--- src/rtl/hazard_ctrl.sv ---
// Pipeline hazard sequencer for the 5-stage RV32I core: stalls, flushes, EX forwarding, fetch waits.
// Define HAZARD_PERF_EN to add the stall_cnt/flush_cnt performance counters (width CNT_W).
module hazard_ctrl #(
   parameter int LOAD_USE_CYCLES = 1
`ifdef HAZARD_PERF_EN
   , parameter int CNT_W = 32
`endif
) (
   input  logic       clk,
   input  logic       rst,
   input  logic [4:0] Rs1D,
   input  logic [4:0] Rs2D,
   input  logic [4:0] Rs1E,
   input  logic [4:0] Rs2E,
   input  logic [4:0] RdE,
   input  logic       LoadE,
   input  logic       PCSrcE,
   input  logic [4:0] RdM,
   input  logic [4:0] RdW,
   input  logic       RegWriteM,
   input  logic       RegWriteW,
   input  logic       imem_ready,
   output logic       StallF,
   output logic       StallD,
   output logic       FlushD,
   output logic       FlushE,
   output logic [1:0] ForwardAE,
   output logic [1:0] ForwardBE
`ifdef HAZARD_PERF_EN
   , output logic [CNT_W-1:0] stall_cnt,
   output logic [CNT_W-1:0] flush_cnt
`endif
);

   typedef enum logic {RUN, LDSTALL} state_t;

   localparam logic [3:0] LU_INIT = 4'(LOAD_USE_CYCLES - 1);

   state_t     state, state_next;
   logic [3:0] cnt, cnt_next;
   logic       lu;

   always_ff @(posedge clk or posedge rst) begin
      if (rst) begin
         state <= RUN;
         cnt   <= '0;
      end else begin
         state <= state_next;
         cnt   <= cnt_next;
      end
   end

   assign lu = LoadE && (RdE != 5'd0) && ((RdE == Rs1D) || (RdE == Rs2D));

   // MEM result is younger than WB, so it wins when both write the same register
   function automatic logic [1:0] fwd_sel(input logic [4:0] rs);
      logic [1:0] sel;
      sel = 2'b00;
      if (RegWriteM && (RdM != 5'd0) && (RdM == rs))
         sel = 2'b10;
      else if (RegWriteW && (RdW != 5'd0) && (RdW == rs))
         sel = 2'b01;
      return sel;
   endfunction

   always_comb begin
      ForwardAE = 2'b00;
      ForwardBE = 2'b00;
      if (!rst) begin
         ForwardAE = fwd_sel(Rs1E);
         ForwardBE = fwd_sel(Rs2E);
      end
   end

   // Branch redirect beats load stalls, which beat instruction-memory waits
   always_comb begin
      state_next = state;
      cnt_next   = cnt;
      StallF     = 1'b0;
      StallD     = 1'b0;
      FlushD     = 1'b0;
      FlushE     = 1'b0;
      if (rst) begin
         state_next = RUN;
         cnt_next   = '0;
      end else if (PCSrcE) begin
         FlushD     = 1'b1;
         FlushE     = 1'b1;
         state_next = RUN;
         cnt_next   = '0;
      end else if (state == LDSTALL) begin
         StallF = 1'b1;
         StallD = 1'b1;
         FlushE = 1'b1;
         if (cnt <= 4'd1) begin
            state_next = RUN;
            cnt_next   = '0;
         end else begin
            cnt_next = cnt - 4'd1;
         end
      end else if (lu) begin
         StallF = 1'b1;
         StallD = 1'b1;
         FlushE = 1'b1;
         if (LOAD_USE_CYCLES > 1) begin
            state_next = LDSTALL;
            cnt_next   = LU_INIT;
         end
      end else if (!imem_ready) begin
         StallF = 1'b1;
         FlushD = 1'b1;
      end
   end

`ifdef HAZARD_PERF_EN
   always_ff @(posedge clk or posedge rst) begin
      if (rst) begin
         stall_cnt <= '0;
         flush_cnt <= '0;
      end else begin
         if (StallF)
            stall_cnt <= stall_cnt + CNT_W'(1);
         if (PCSrcE)
            flush_cnt <= flush_cnt + CNT_W'(1);
      end
   end
`endif

endmodule

--- config.mk ---
export PLATFORM = sky130hd
export DESIGN_NAME = hazard_ctrl
export DESIGN_NICKNAME = d
export VERILOG_FILES = /design/src/rtl/hazard_ctrl.sv
export SDC_FILE = /design/constraint.sdc
export NUM_CORES = 1
export LEC_CHECK = 0
export BUFFER_PORTS_ARGS = -buffer_cell sky130_fd_sc_hd__clkbuf_2
export CAP_MARGIN = 0
export CELL_PAD_IN_SITES_DETAIL_PLACEMENT = 1
export CELL_PAD_IN_SITES_GLOBAL_PLACEMENT = 1
export CORE_AREA = 2 2 58 60
export CTS_CLUSTER_DIAMETER = 30
export DETAILED_ROUTE_END_ITERATION = 7
export DIE_AREA = 0 0 60 62
export PLACE_DENSITY_LB_ADDON = 0.1
export SLEW_MARGIN = 40
export SYNTH_ARGS = -nofsm -noshare
export SYNTH_HDL_FRONTEND = slang
export SYNTH_SLANG_ARGS = --single-unit
--- constraint.sdc ---
create_clock -name clk -period 1.5 [get_ports clk]
set_input_delay 0.075 -clock clk [delete_from_list [all_inputs] [get_ports clk]]
set_output_delay 0.075 -clock clk [all_outputs]
set_load 0.05 [all_outputs]
==> impl_metrics.ini, run 1 <==
[power_and_ir_drop]
p_int_mw = 0.389
swShare_pct = 34.3
power_frac_clock_pct = 25.2
pwr-share-comb_pct = 51.9
seqPwrFrac_pct = 22.9
power.density_nw_per_um2 = 433
p_switching_mw = 0.203
ir_worst_vdd_mv = 0.133
total_power_mw = 0.592
leakagePower_nw = 0.637

[placement]
place_ws_ns = -0.145
placed_area_um2 = 1220
place.gp.congestion = 0.761
dp.cells = 205
place.detailed.hpwl_um = 2250
portBuffers = 49

[yosys]
synth_cells = 92
synth_fp_nets = 136
synthTopCellsByArea = xor2_1, dfrtp_1, xnor2_1, nor3_1, o21ai_0
seq_area_frac_synth_pct = 17.2
ys_warn_count = 0
netlist_area_um2 = 726
synth_area_per_cell_um2 = 7.89
synth-seq-cells = 5
synth_top_cell_area_share_pct = 24.1
synth_cell_types = 25
synth_area_leader_cell = xor2_1

[sta]
fmax_mhz = 648
hold_viol = 0
hold_slack_ns = 0.0861
fin_skew_ns = 0.00457
fin_ws_ns = -0.0423
finalMaxSlewViolations = 0
setup_viol = 2
fin_setup_tns_ns = -0.0787
post-route-period-util_pct = 103
max_slew_margin_pct = 74.1
rsz0062_at_grt = yes
period_needed_ns = 1.54
max_slew.worst_pin.slew_ns = 0.385

[final_layout]
layout.nets = 212
multi_input_area_um2 = 638
drive_gt1_share_pct = 50.9
antenna_cells = 0
postLayoutCoreUtil_pct = 43.0
fin_area_um2 = 1370
seqCellArea_um2 = 125
syn2layout_area_growth_pct = 88.4
stdcell_count = 213
fillCellCount = 414

[floorplan]
dieArea_um2 = 3720
start_util_pct = 22.8
ioPinCount = 50
row_count = 21
die_h_um = 62
die_w_um = 60
core_um2 = 3180

[drt]
drt_wl_total_um = 2650
remaining_drc_errors = 0
top_layer_used = met3
dr_wl_met2_um = 1590
initialDrtViolationCount = 17
wl_met1_um = 962
drt-vias-per-instance = 4.42
ant_nets = 0
route.met3.wl_um = 97
firstDrtPassIters = 2
post_drt_wl_per_cell_um = 12.4
num_vias = 941

[worst_setup_path]
crit_fanout = 2
crit_required_ns = 1.42
crit_family = simple AND/OR/NAND/NOR gates
slowest_stage = or4_4
crit_buf_inv = 3
worstPathArrival_ns = 1.47
crit_top_cell = buf_6
path_class = in -> out
worst_setup_path_end_kind = output port
critPathMaxStageDelay_ns = 0.54
startpoint_type = input port
path_cells = buf_6 -> buf_6 -> xor2_2 -> or4_4 -> nor4_4 -> buf_12

[run_status]
status = complete, but fails checks
violations = negative setup slack

[cts]
clkLatencyLatePin_ns = 0.24
root_buffer = clkbuf_4
cts_max_level = 1
cts.sinks = 5
clk_pin_slew_ns = 0.04
cts_made_buffers = 3
cts_tree = yes
clockBufferDepth = 2

[grt]
antenna_found_initial = 0
grt_pass1_wl_um = 4290
gr-usage-all-layers_pct = 15.1
grt_overflow = 0
grt_pass1_vias = 1015
grt_max_degree = 9

[min_path]
hp-class = in -> reg

[job]
maxCapViolations = 0
## final cells by class
class,count,share of cell area (%)
Sequential cell,5,9.15
Inverter,5,1.37
Timing Repair Buffer,72,36.7
Multi-Input combinational cell,81,46.7
Clock buffer,4,1.92
Tap cell,46,4.21
## synthesized netlist by cell type, drive strengths merged
library cell / n
a21oi: 1
a221o: 1
a22oi: 1
and2: 1
clkbuf: 1
dfrtp: 5
ha: 2
inv: 5
nand2: 7
nand3: 2
nor2: 4
nor3: 8
nor3b: 1
nor4: 4
o211ai: 1
o21ai: 9
o311ai: 1
o31ai: 1
or3: 1
or4: 5
xnor2: 11
xor2: 20
## routing by layer
metal	GRT usage, %	vias up
li1	-	476
met3	1.45	0
met4	2.86	0
met2	31.4	28
met1	16.4	437
met5	0	-
## worst paths after layout
kind                         from      endpoint  slack [ns]  depth (start not counted)
max                        RdW[3]  ForwardAE[0]       -0.04                          6
min                        PCSrcE        cnt[2]        0.09                          2
max reg2reg                cnt[0]        cnt[3]        0.20                          6
min reg2reg                cnt[1]        cnt[1]        0.52                          2
max in group asynchronous     rst        cnt[3]        0.90                          4
min in group asynchronous     rst        cnt[1]        0.40                          4
## what timing repair did
| action | in CTS | in global routing |
|---|---|---|
| hold buffers | 1 | 0 |
| setup endpoints to repair | 4 | 9 |
| gates cloned | 0 | 0 |
| setup buffers | 3 | 1 |
| pin swaps | 8 | 5 |
| gates resized for setup | 12 | 13 |
| endpoints found under the hold margin | 5 | 0 |
## cell usage in the layout, fill, tap and decap left out, drive strengths merged
cell type	synthesis	layout
dlygate4sd3	0	1
a22oi	1	1
clkbuf	1	46
a221o	1	1
nand3	2	2
and2	1	1
dfrtp	5	5
nor4	4	4
xnor2	11	11
o21ai	9	9
nand2	7	7
buf	0	29
nor3b	1	1
xor2	20	20
o31ai	1	1
or4	5	5
ha	2	2
o311ai	1	1
a21oi	1	1
nor3	8	8
or3	1	1
nor2	4	4
o211ai	1	1
inv	5	5
## state kept, by name, summed over array words and instances (netlist names)
signal / cells
cnt: 4
state: 1
## worst reg2reg max path, cell delays in order (launching register included)
cell	delay, ns
dfrtp_1	0.42
inv_1	0.08
ha_1	0.16
nor2_1	0.05
o311ai_1	0.22
buf_4	0.17
o21ai_0	0.08
## logic make-up (layout without fill, tap and decap cells)
family                   after synthesis  after routing  synth area share, %
flip-flops                             5              5                 17.2
AO/OA/AOI/OAI                         15             15                 13.1
buffers and inverters                  6             81                 3.10
adder cells (fa/ha/maj)                2              2                 3.45
XOR/XNOR                              31             31                 37.4
AND/OR/NAND/NOR                       33             33                 25.7
## power groups by stage
stage	Sequential [mW]	Combinational [mW]	Clock, mW
2_1_floorplan	0.137	0.129	0
3_3_place_gp	0.137	0.267	0
3_5_place_dp	0.137	0.274	0
4_1_cts	0.135	0.298	0.159
5_1_grt	0.135	0.336	0.168
6_report	0.135	0.307	0.149
Note: power is estimated with default switching activity, not from simulation.
==> run 2: changes to the inputs <==
CELL_PAD_IN_SITES_DETAIL_PLACEMENT = not set   (was 1)
CELL_PAD_IN_SITES_GLOBAL_PLACEMENT = not set   (was 1)
CORE_AREA = 2 2 48 50   (was 2 2 58 60)
DIE_AREA = 0 0 50 52   (was 0 0 60 62)
PLACE_DENSITY = 0.72   (was not set)
PLACE_DENSITY_LB_ADDON = not set   (was 0.1)
clock period = 1.25 ns   (was 1.5 ns; I/O delays follow)
==> run 2 against run 1 <==
Compared with the run above:
- the flow still finishes with violations (negative setup slack)
- first-iteration DRC count shrank 24%
- critical path depth is the same
- count of clock-buffer cells in the layout unchanged
- clock power increased by 39%
- critical path type unchanged
- final cell count decreased by 2.3%
- sequential power rose by 20%
- critical endpoint unchanged
- wire length is 13% higher
- die area down 30%
==> impl_metrics.ini, run 2 (same netlist as run 1, synthesis figures left out) <==
[worst_setup_path]
startpoint_type = input port
crit_buf_inv = 2
rrSetupSlack_ns = -0.04
critPathMaxStageDelay_ns = 0.46
reg2reg_from = cnt[0]
slowest_stage = or4_4
worstPathArrival_ns = 1.40
reg2reg_depth = 6
r2r-end = cnt[1]
path_cells = clkbuf_2 -> or4_4 -> o211ai_1 -> or4_4 -> nor4_4 -> buf_12
crit_fanout = 3
path_class = in -> out
crit_required_ns = 1.19
crit_family = simple AND/OR/NAND/NOR gates
crit_top_cell = or4_4
worst_setup_path_end_kind = output port

[floorplan]
row_count = 17
start_util_pct = 34.5
ioPinCount = 50
core_um2 = 2110
die_w_um = 50
die_h_um = 52
dieArea_um2 = 2600

[power_and_ir_drop]
swShare_pct = 37.2
p_int_mw = 0.503
power_frac_clock_pct = 25.9
leakagePower_nw = 0.740
pwr-share-comb_pct = 53.8
ir_worst_vdd_mv = 0.524
power.density_nw_per_um2 = 491
total_power_mw = 0.800
seqPwrFrac_pct = 20.3
p_switching_mw = 0.297

[placement]
place.detailed.hpwl_um = 2130
place_ws_ns = -0.283
portBuffers = 49
dp.cells = 196
place.gp.congestion = 0.802

[cts]
cts_max_level = 1
cts.sinks = 5
root_buffer = clkbuf_4
clkLatencyLatePin_ns = 0.26
cts_tree = yes
clockBufferDepth = 2
cts_made_buffers = 3
clk_pin_slew_ns = 0.04

[min_path]
hold_path_end = cnt[2]
hp-start = PCSrcE
min_path_cells = 2
hp-class = in -> reg

[sta]
max_slew.worst_pin.slew_ns = 0.382
finalMaxSlewViolations = 0
fin_ws_ns = -0.209
hold_slack_ns = 0.0712
setup_viol = 12
post-route-period-util_pct = 117
rsz0062_at_grt = yes
fmax_mhz = 686
hold_viol = 0
period_needed_ns = 1.46
fin_skew_ns = 0.00915
max_slew_margin_pct = 74.3

[grt]
antenna_found_initial = 0
grt_max_degree = 9
grt_overflow = 0
grt_pass1_wl_um = 4410
grt_pass1_vias = 1055
gr-usage-all-layers_pct = 22.5

[final_layout]
stdcell_count = 208
drive_gt1_share_pct = 66.7
final_common_cell = clkbuf_2
antenna_cells = 0
largest_reg_flops = 4
layout_common_cells = clkbuf_2, buf_4, xor2_1
top_regs = cnt: 4 flops, state: 1 flops
top_register = cnt
layout.nets = 225
postLayoutCoreUtil_pct = 77.3
syn2layout_area_growth_pct = 124

[drt]
ant_nets = 0
post_drt_wl_per_cell_um = 14.4
remaining_drc_errors = 0
firstDrtPassIters = 4
drt-vias-per-instance = 5.02
initialDrtViolationCount = 13
num_vias = 1044
drt_wl_total_um = 2990

[run_status]
violations = negative setup slack
status = complete, but fails checks

[job]
maxCapViolations = 0
## run 2: changes by cell type in the layout (fill, tap and decap cells not counted), moves of 3 or more
cell      before  now
clkbuf_8       2    5
o21ai_0        5    1
clkbuf_2      39   36
buf_8          0    3
o21ai_2        0    4
buf_4         22   31
inv_1          4    1
## run 2: timing repair
item | 4_1_cts | 5_1_grt
gates resized for setup | 32 | 22
hold endpoints to repair | 5 | 0
pin swaps | 17 | 8
setup endpoints to repair | 13 | 13
setup buffers | 5 | 2
hold buffers | 1 | 0
gates cloned | 0 | 0
## run 2: worst max-delay path by stage
stage,startpoint,end,slack [ns],cells after the start
after floorplan,RdM[1],ForwardAE[0],-0.36,4
after global placement,RdM[1],ForwardAE[0],-0.26,6
after detailed placement,RdM[1],ForwardAE[0],-0.28,6
after CTS,Rs1E[2],ForwardAE[0],-0.20,5
after global routing,RdM[4],ForwardAE[0],-0.25,6
final,RdW[3],ForwardAE[0],-0.21,6
## run 2: final cells by class
type,count,area [um2]
Clock buffer,4,26.3
Inverter,5,26.3
Timing Repair Buffer,85,649
Fill cell,145,478
Multi-Input combinational cell,81,766
Tap cell,28,35.0
Sequential cell,5,125
## run 2: power by group through the flow
| stage | logic (mW) | registers, mW | clock network (mW) |
|---|---|---|---|
| 2_1_floorplan | 0.182 | 0.165 | 0 |
| 3_3_place_gp | 0.359 | 0.165 | 0 |
| 3_5_place_dp | 0.372 | 0.165 | 0 |
| 4_1_cts | 0.408 | 0.162 | 0.202 |
| 5_1_grt | 0.462 | 0.162 | 0.207 |
| 6_report | 0.430 | 0.162 | 0.207 |
## run 2: stage by stage
step	TNS (ns)	area [um2]
2_1_floorplan	-0.706	835
3_3_place_gp	-1.29	1330
3_5_place_dp	-1.62	1330
4_1_cts	-1.07	1530
5_1_grt	-1.86	1630
6_report	-1.33	1630
## run 2: routing by layer
layer / wire length [um] / up-vias / global-route usage, %
met4: 65 / 0 / 10.2
met2: 1730 / 56 / 47.1
li1: - / 501 / -
met5: 0 / - / 0
met3: 211 / 6 / 2.87
met1: 986 / 481 / 21.0
